$ cat src/rtl/mac_pkg.sv
// Shared helpers for the MAC tree: level-count math, config check and the
// saturation-direction tests used by the accumulator stage.
package mac_pkg;

  localparam int MAX_W = 64;

  typedef enum logic [1:0] {SAT_NONE, SAT_HI, SAT_LO} sat_e;

  function automatic int clog2(input int n);
    int r;
    r = 0;
    while ((1 << r) < n) r++;
    return r;
  endfunction

  function automatic int tree_levels(input int tree_size);
    return clog2(tree_size);
  endfunction

  function automatic int root_w(input int data_w, input int tree_size);
    return 2 * data_w + tree_levels(tree_size);
  endfunction

  // The root sum must fit the accumulator, and the widened sum must fit MAX_W.
  function automatic bit cfg_ok(input int data_w, input int tree_size, input int acc_w);
    return (tree_size >= 2) && ((1 << tree_levels(tree_size)) == tree_size) &&
           (acc_w >= root_w(data_w, tree_size)) && (acc_w + 1 <= MAX_W);
  endfunction

  function automatic sat_e sat_signed(input logic signed [MAX_W-1:0] v, input int w);
    logic signed [MAX_W-1:0] hi;
    hi = (64'sd1 <<< (w - 1)) - 64'sd1;
    if (v > hi) return SAT_HI;
    if (v < -hi - 64'sd1) return SAT_LO;
    return SAT_NONE;
  endfunction

  function automatic sat_e sat_unsigned(input logic [MAX_W-1:0] v, input int w);
    logic [MAX_W-1:0] hi;
    hi = (64'd1 << w) - 64'd1;
    return (v > hi) ? SAT_HI : SAT_NONE;
  endfunction

endpackage

$ cat src/rtl/mac_add_level.sv
// One registered adder-tree level: N operands of W bits -> N/2 sums of W+1 bits,
// carrying valid/last alongside and holding everything while en is low.
module mac_add_level #(
  parameter int N      = 2,
  parameter int W      = 16,
  parameter int SIGNED = 1
) (
  input  logic                  clock,
  input  logic                  reset,
  input  logic                  en,
  input  logic                  d_vld,
  input  logic                  d_last,
  input  logic [N-1:0][W-1:0]   d,
  output logic                  q_vld,
  output logic                  q_last,
  output logic [N/2-1:0][W:0]   q
);

  logic [N/2-1:0][W:0] sum;

  for (genvar j = 0; j < N/2; j++) begin : g_pair
    logic [W:0] a, b;
    assign a      = {(SIGNED != 0) && d[2*j][W-1], d[2*j]};
    assign b      = {(SIGNED != 0) && d[2*j+1][W-1], d[2*j+1]};
    assign sum[j] = a + b;
  end

  always_ff @(posedge clock or negedge reset) begin
    if (!reset) begin
      q_vld  <= 1'b0;
      q_last <= 1'b0;
      q      <= '0;
    end else if (en) begin
      q_vld  <= d_vld;
      q_last <= d_last;
      q      <= sum;
    end
  end

endmodule

$ cat src/rtl/mac_tree_acc.sv
// Handshaked multiply / adder-tree / saturating accumulate pipeline.
// One global enable stalls every stage while the output is held.
module mac_tree_acc
  import mac_pkg::*;
#(
  parameter int DATA_W    = 8,
  parameter int TREE_SIZE = 16,
  parameter int ACC_W     = 32,
  parameter int SIGNED    = 1
) (
  input  logic                        clock,
  input  logic                        reset,
  input  logic [DATA_W*TREE_SIZE-1:0] in,
  input  logic [DATA_W*TREE_SIZE-1:0] kernal,
  input  logic                        in_valid,
  input  logic                        in_last,
  output logic                        in_ready,
  output logic [ACC_W-1:0]            out,
  output logic                        out_ovf,
  output logic                        out_valid,
  input  logic                        out_ready
);

  localparam int TREE_LEVELS = tree_levels(TREE_SIZE);
  localparam int PROD_W      = 2 * DATA_W;
  localparam int ROOT_W      = root_w(DATA_W, TREE_SIZE);
  localparam logic [ACC_W-1:0] S_MAX = {1'b0, {(ACC_W-1){1'b1}}};
  localparam logic [ACC_W-1:0] S_MIN = {1'b1, {(ACC_W-1){1'b0}}};
  localparam logic [ACC_W-1:0] U_MAX = '1;

  if (!cfg_ok(DATA_W, TREE_SIZE, ACC_W)) begin : g_bad_cfg
    $error("mac_tree_acc: illegal TREE_SIZE/ACC_W configuration");
  end

  logic adv;
  assign adv      = !out_valid || out_ready;
  assign in_ready = adv;

  // Stage M: operands widened to PROD_W so the low product bits are exact.
  logic [TREE_SIZE-1:0][PROD_W-1:0] prod_d, prod_q;
  logic                             m_vld, m_last;

  for (genvar i = 0; i < TREE_SIZE; i++) begin : g_mul
    logic [DATA_W-1:0] x, k;
    logic [PROD_W-1:0] a, b;
    assign x         = in[DATA_W*i +: DATA_W];
    assign k         = kernal[DATA_W*i +: DATA_W];
    assign a         = {{DATA_W{(SIGNED != 0) && x[DATA_W-1]}}, x};
    assign b         = {{DATA_W{(SIGNED != 0) && k[DATA_W-1]}}, k};
    assign prod_d[i] = a * b;
  end

  always_ff @(posedge clock or negedge reset) begin
    if (!reset) begin
      m_vld  <= 1'b0;
      m_last <= 1'b0;
      prod_q <= '0;
    end else if (adv) begin
      m_vld  <= in_valid;
      m_last <= in_last;
      prod_q <= prod_d;
    end
  end

  // Stages T1..TL: each level reads the previous level's registered outputs.
  for (genvar l = 0; l < TREE_LEVELS; l++) begin : g_lvl
    localparam int N = TREE_SIZE >> l;
    localparam int W = PROD_W + l;
    logic [N-1:0][W-1:0]   d;
    logic [N/2-1:0][W:0]   q;
    logic                  dv, dl, qv, ql;

    if (l == 0) begin : g_src
      assign d  = prod_q;
      assign dv = m_vld;
      assign dl = m_last;
    end else begin : g_src
      assign d  = g_lvl[l-1].q;
      assign dv = g_lvl[l-1].qv;
      assign dl = g_lvl[l-1].ql;
    end

    mac_add_level #(.N(N), .W(W), .SIGNED(SIGNED)) u_add (
      .clock (clock),
      .reset (reset),
      .en    (adv),
      .d_vld (dv),
      .d_last(dl),
      .d     (d),
      .q_vld (qv),
      .q_last(ql),
      .q     (q)
    );
  end

  logic [ROOT_W-1:0] root;
  logic              root_vld, root_last;
  assign root      = g_lvl[TREE_LEVELS-1].q[0];
  assign root_vld  = g_lvl[TREE_LEVELS-1].qv;
  assign root_last = g_lvl[TREE_LEVELS-1].ql;

  // Stage A: one guard bit above ACC_W so the add itself never wraps.
  logic [ACC_W-1:0] acc, clamped;
  logic [ACC_W:0]   base, tree_ext, sum;
  logic             sticky, base_sticky, fresh, a_vld, a_last, ovf;
  sat_e             sdir;

  always_comb begin
    base        = fresh ? '0 : {(SIGNED != 0) && acc[ACC_W-1], acc};
    base_sticky = fresh ? 1'b0 : sticky;
    tree_ext    = {{(ACC_W+1-ROOT_W){(SIGNED != 0) && root[ROOT_W-1]}}, root};
    sum         = base + tree_ext;
    sdir        = (SIGNED != 0) ? sat_signed(MAX_W'($signed(sum)), ACC_W)
                                : sat_unsigned(MAX_W'(sum), ACC_W);
    clamped     = sum[ACC_W-1:0];
    if (sdir == SAT_HI)      clamped = (SIGNED != 0) ? S_MAX : U_MAX;
    else if (sdir == SAT_LO) clamped = S_MIN;
    ovf         = (sdir != SAT_NONE);
  end

  // fresh marks that the next valid beat opens a job, so bubbles between jobs
  // cannot resurrect the previous job's total.
  always_ff @(posedge clock or negedge reset) begin
    if (!reset) begin
      acc    <= '0;
      sticky <= 1'b0;
      fresh  <= 1'b1;
      a_vld  <= 1'b0;
      a_last <= 1'b0;
    end else if (adv) begin
      a_vld  <= root_vld;
      a_last <= root_last;
      if (root_vld) begin
        acc    <= clamped;
        sticky <= base_sticky | ovf;
        fresh  <= root_last;
      end
    end
  end

  always_ff @(posedge clock or negedge reset) begin
    if (!reset) begin
      out       <= '0;
      out_ovf   <= 1'b0;
      out_valid <= 1'b0;
    end else if (adv) begin
      out_valid <= a_vld && a_last;
      if (a_vld && a_last) begin
        out     <= acc;
        out_ovf <= sticky;
      end
    end
  end

endmodule

$ cat config.mk
export PLATFORM = sky130hd
export DESIGN_NAME = mac_tree_acc
export DESIGN_NICKNAME = d
export VERILOG_FILES = /design/src/rtl/mac_pkg.sv /design/src/rtl/mac_add_level.sv /design/src/rtl/mac_tree_acc.sv
export SDC_FILE = /design/constraint.sdc
export NUM_CORES = 2
export LEC_CHECK = 0
export CAP_MARGIN = 20
export CORE_MARGIN = 2
export CORE_UTILIZATION = 45
export CTS_BUF_LIST = sky130_fd_sc_hd__clkbuf_8 sky130_fd_sc_hd__clkbuf_16
export CTS_CLUSTER_DIAMETER = 30
export DETAILED_ROUTE_END_ITERATION = 6
export PLACE_DENSITY = 0.67
export REMOVE_ABC_BUFFERS = 1
export SYNTH_ARGS = -nofsm -noshare
export SYNTH_HDL_FRONTEND = slang
export SYNTH_SLANG_ARGS = --single-unit
$ cat constraint.sdc
create_clock -name clock -period 3.9 [get_ports clock]
set_input_delay 0.585 -clock clock [delete_from_list [all_inputs] [get_ports clock]]
set_output_delay 0.585 -clock clock [all_outputs]
set_load 0.05 [all_outputs]
==> impl_metrics.ini <==
[layout]
final_cell_area_um2 = 95620
layout-drive-gt1-share_pct = 28.18
fill_cells = 12870
final_util_pct = 60.37
nNetsFinal = 11310
areaGrowthSynthToFinish_pct = 33.35

[pwr]
leakagePower_nw = 46.43
vdd_drop_max_uv = 515.2
p_total_mw = 84.45
powerDensity_nw_per_um2 = 883.2

[timing]
slew_violations = 0
layout_worst_path_cycle_share_pct = 105.7
timing.final.ws_setup_ns = -0.2237
fin_crit_ns = 4.124
relSlewSlack_pct = 40.66
tightest_slew_ns = 0.8901
timing.fmax_mhz = 242.5
finalHoldViolCount = 0
rsz0062_at_grt = true
holdWs_ns = 0.2459
setup_tns_ns = -4.133
finalSetupViolCount = 43
skew_ns = 0.02879

[synth]
synth_top_family_by_area = adder cells
synth_top_area_cell = fa_1
avgSynthCellArea_um2 = 9.056
synth_simple_gate_area_share_pct = 16.44
synth_edf_count = 0
syn_area_um2 = 71710
synth-seq-cells = 602
synth_compound_area_share_pct = 11.12
synthMuxAreaShare_pct = 0.5932
synth.distinct_cells = 73
ys_seq_area_share_pct = 21.01
synth_top_cell_area_share_pct = 25.01
synth_xor_xnor_area_share_pct = 4.934
syn_inst = 7918
netlist_top_cells_area = fa_1 (25%), dfrtp_1 (21%), ha_1 (13%), inv_1 (6.9%), and2_1 (5.3%)
synth-adder-area-share_pct = 38.19
yosysWarnings = 0
synth_top_cells_by_count = inv_1 (1316), fa_1 (896), nand2_1 (889)
yosysMostFrequentCell = inv_1
ys.flop_type = dfrtp_1
async_reset_ff_share_pct = 100.0

[drt]
drt_iter0_markers = 3053
via_per_inst = 5.068
routedWlPerCell_um = 16.06
drt.antenna.violating_nets = 0
first_pass_iters = 5
vias = 58750
totalWireLength_um = 186200
drc_errors = 0

[grt]
antenna_found_initial = 3
grt_pass1_vias = 63530
grt_pass1_wl_um = 308500
grt_max_degree = 184
grt_usage_pct = 22.90
overflow = 0

[worst_setup_path]
worstPathArrival_ns = 4.70
crit_path_end_kind = register
crit_fanout = 3
r2r-start = fresh
crit_path_start_kind = input pin
crit_start = kernal[17]
critical_path_required_ns = 4.48
ff2ff_path_depth = 14
worstSetupPathType = input pin to register

[placement]
port_buffers = 295
dp_hpwl_um = 139300
gp_congestion = 0.8989
place_area_um2 = 83360

[clock_tree]
clockBufferDepth = 3
clkSinkCount = 602
cts_root_buffer = clkbuf_16
path_clk_slew_ns = 0.05
cts_tree = yes
htreeDepth = 4
clk_latency_ns = 0.74
cts_made_buffers = 139

[min_path]
min_from = kernal[32]
hold-path-cell-count = 4
hp-class = input pin to register

[floorplanning]
rows = 146
ioPinCount = 296
die_area_um2 = 162600
start_util_pct = 45.28
die_w_um = 403.2
coreArea_um2 = 158400
die_height_um = 403.2

[status]
violations = negative setup slack
status = complete, but fails checks

[job]
drv_cap = 0
## placed cells by master, fill, tap and decap left out, types with 56 or more instances in the layout
cell type  instances
nor2b_1           67
o21ai_2           59
nor3_1            80
and2_1           434
buf_2             76
inv_2            186
ha_4             112
xnor2_1          243
a21o_1            75
fa_1             856
ha_1             615
nor2_1           484
nand2_1          852
o21a_1            70
xor2_1           139
clkbuf_16        141
a21boi_2          56
o21ai_0          208
dfrtp_1          601
buf_6            282
a21oi_1          417
and2_4           176
inv_1           1125
buf_4           1028
nand2b_1         102
o31ai_1           84
## state kept, by name, indices dropped and copies added (netlist names)
signal and flops:
a_last 1, a_vld 1, acc 32, fresh 1
g_lvl.d 256, g_lvl.dl 1, g_lvl.dv 1, g_lvl.u_add.q 266
g_lvl.u_add.q_last 4, g_lvl.u_add.q_vld 4, out 32, out_ovf 1
out_valid 1, sticky 1
## per-layer routing
metal	GRT usage (%)	routed length (um)
met1	29.06	79170
met2	40.74	95280
met3	2.346	5860
met4	7.622	5919
met5	0	0
## per-stage QoR
| step | std cells | setup WS [ns] |
|---|---|---|
| after detailed placement | 11000 | -1.768 |
| after global routing | 11590 | -0.4197 |
| after floorplan | 7770 | -33.51 |
| after global placement | 11000 | -1.701 |
| after CTS | 11550 | -0.3971 |
| final | 11590 | -0.2237 |
## where the power goes
group	total, mW	switching [mW]	leakage, nW	internal, mW
Combinational	59.2	30.0	36.8	29.2
Sequential	12.8	2.80	7.11	9.98
Clock	12.4	3.97	2.48	8.47
## worst max-delay path, stage by stage
cell and delay [ns]:
buf_6 0.10, buf_6 0.12, buf_6 0.11, and2_4 0.13, ha_4 0.25, inv_2 0.03, fa_1 0.46, fa_1 0.53
fa_1 0.55, inv_2 0.05, ha_4 0.25, a21oi_4 0.18, o21ai_4 0.10, a21oi_4 0.16, nand2b_4 0.14, a21boi_2 0.06
o31a_1 0.27, o41ai_2 0.25, xnor2_1 0.23, a21oi_1 0.11
## cell type report
type	count	area [um^2]	area share, %
clock buffer	160	3790	3.963
sequential	602	15070	15.76
inverter	1317	4986	5.214
timing repair buffer	1491	12690	13.27
multi-input combinational	5851	55210	57.74
clock inverter	99	1285	1.344
tap	2072	2592	2.711
antenna	2	5.005	0.005234
## cells by family after synthesis
family	count (synthesis)
AOI/OAI and AO/OA	1303
xor gates and xnor gates	401
adders and majority gates	1652
buffers and inverters	1465
DFF	602
muxes	38
and+or+nand+nor	2457
## worst paths after layout
path | slack, ns | endpoint
min in group asynchronous | 0.47 | g_lvl[1].u_add.q[1]
hold reg to reg | 0.47 | g_lvl[0].d[112]
max in group asynchronous | 2.39 | g_lvl[0].d[168]
setup reg to reg | 0.30 | acc[29]
setup / recovery | -0.22 | g_lvl[0].d[47]
hold / removal | 0.25 | g_lvl[0].d[64]
## what timing repair did
action                      CTS  global route
setup endpoints to repair   107           114
hold endpoints to repair     63             0
pin swaps                   681           603
setup buffers               303            87
cloned                        0             0
hold buffers                  1             0
gates resized for setup    2085           618
No activity file was read; power rests on OpenSTA's default activity.
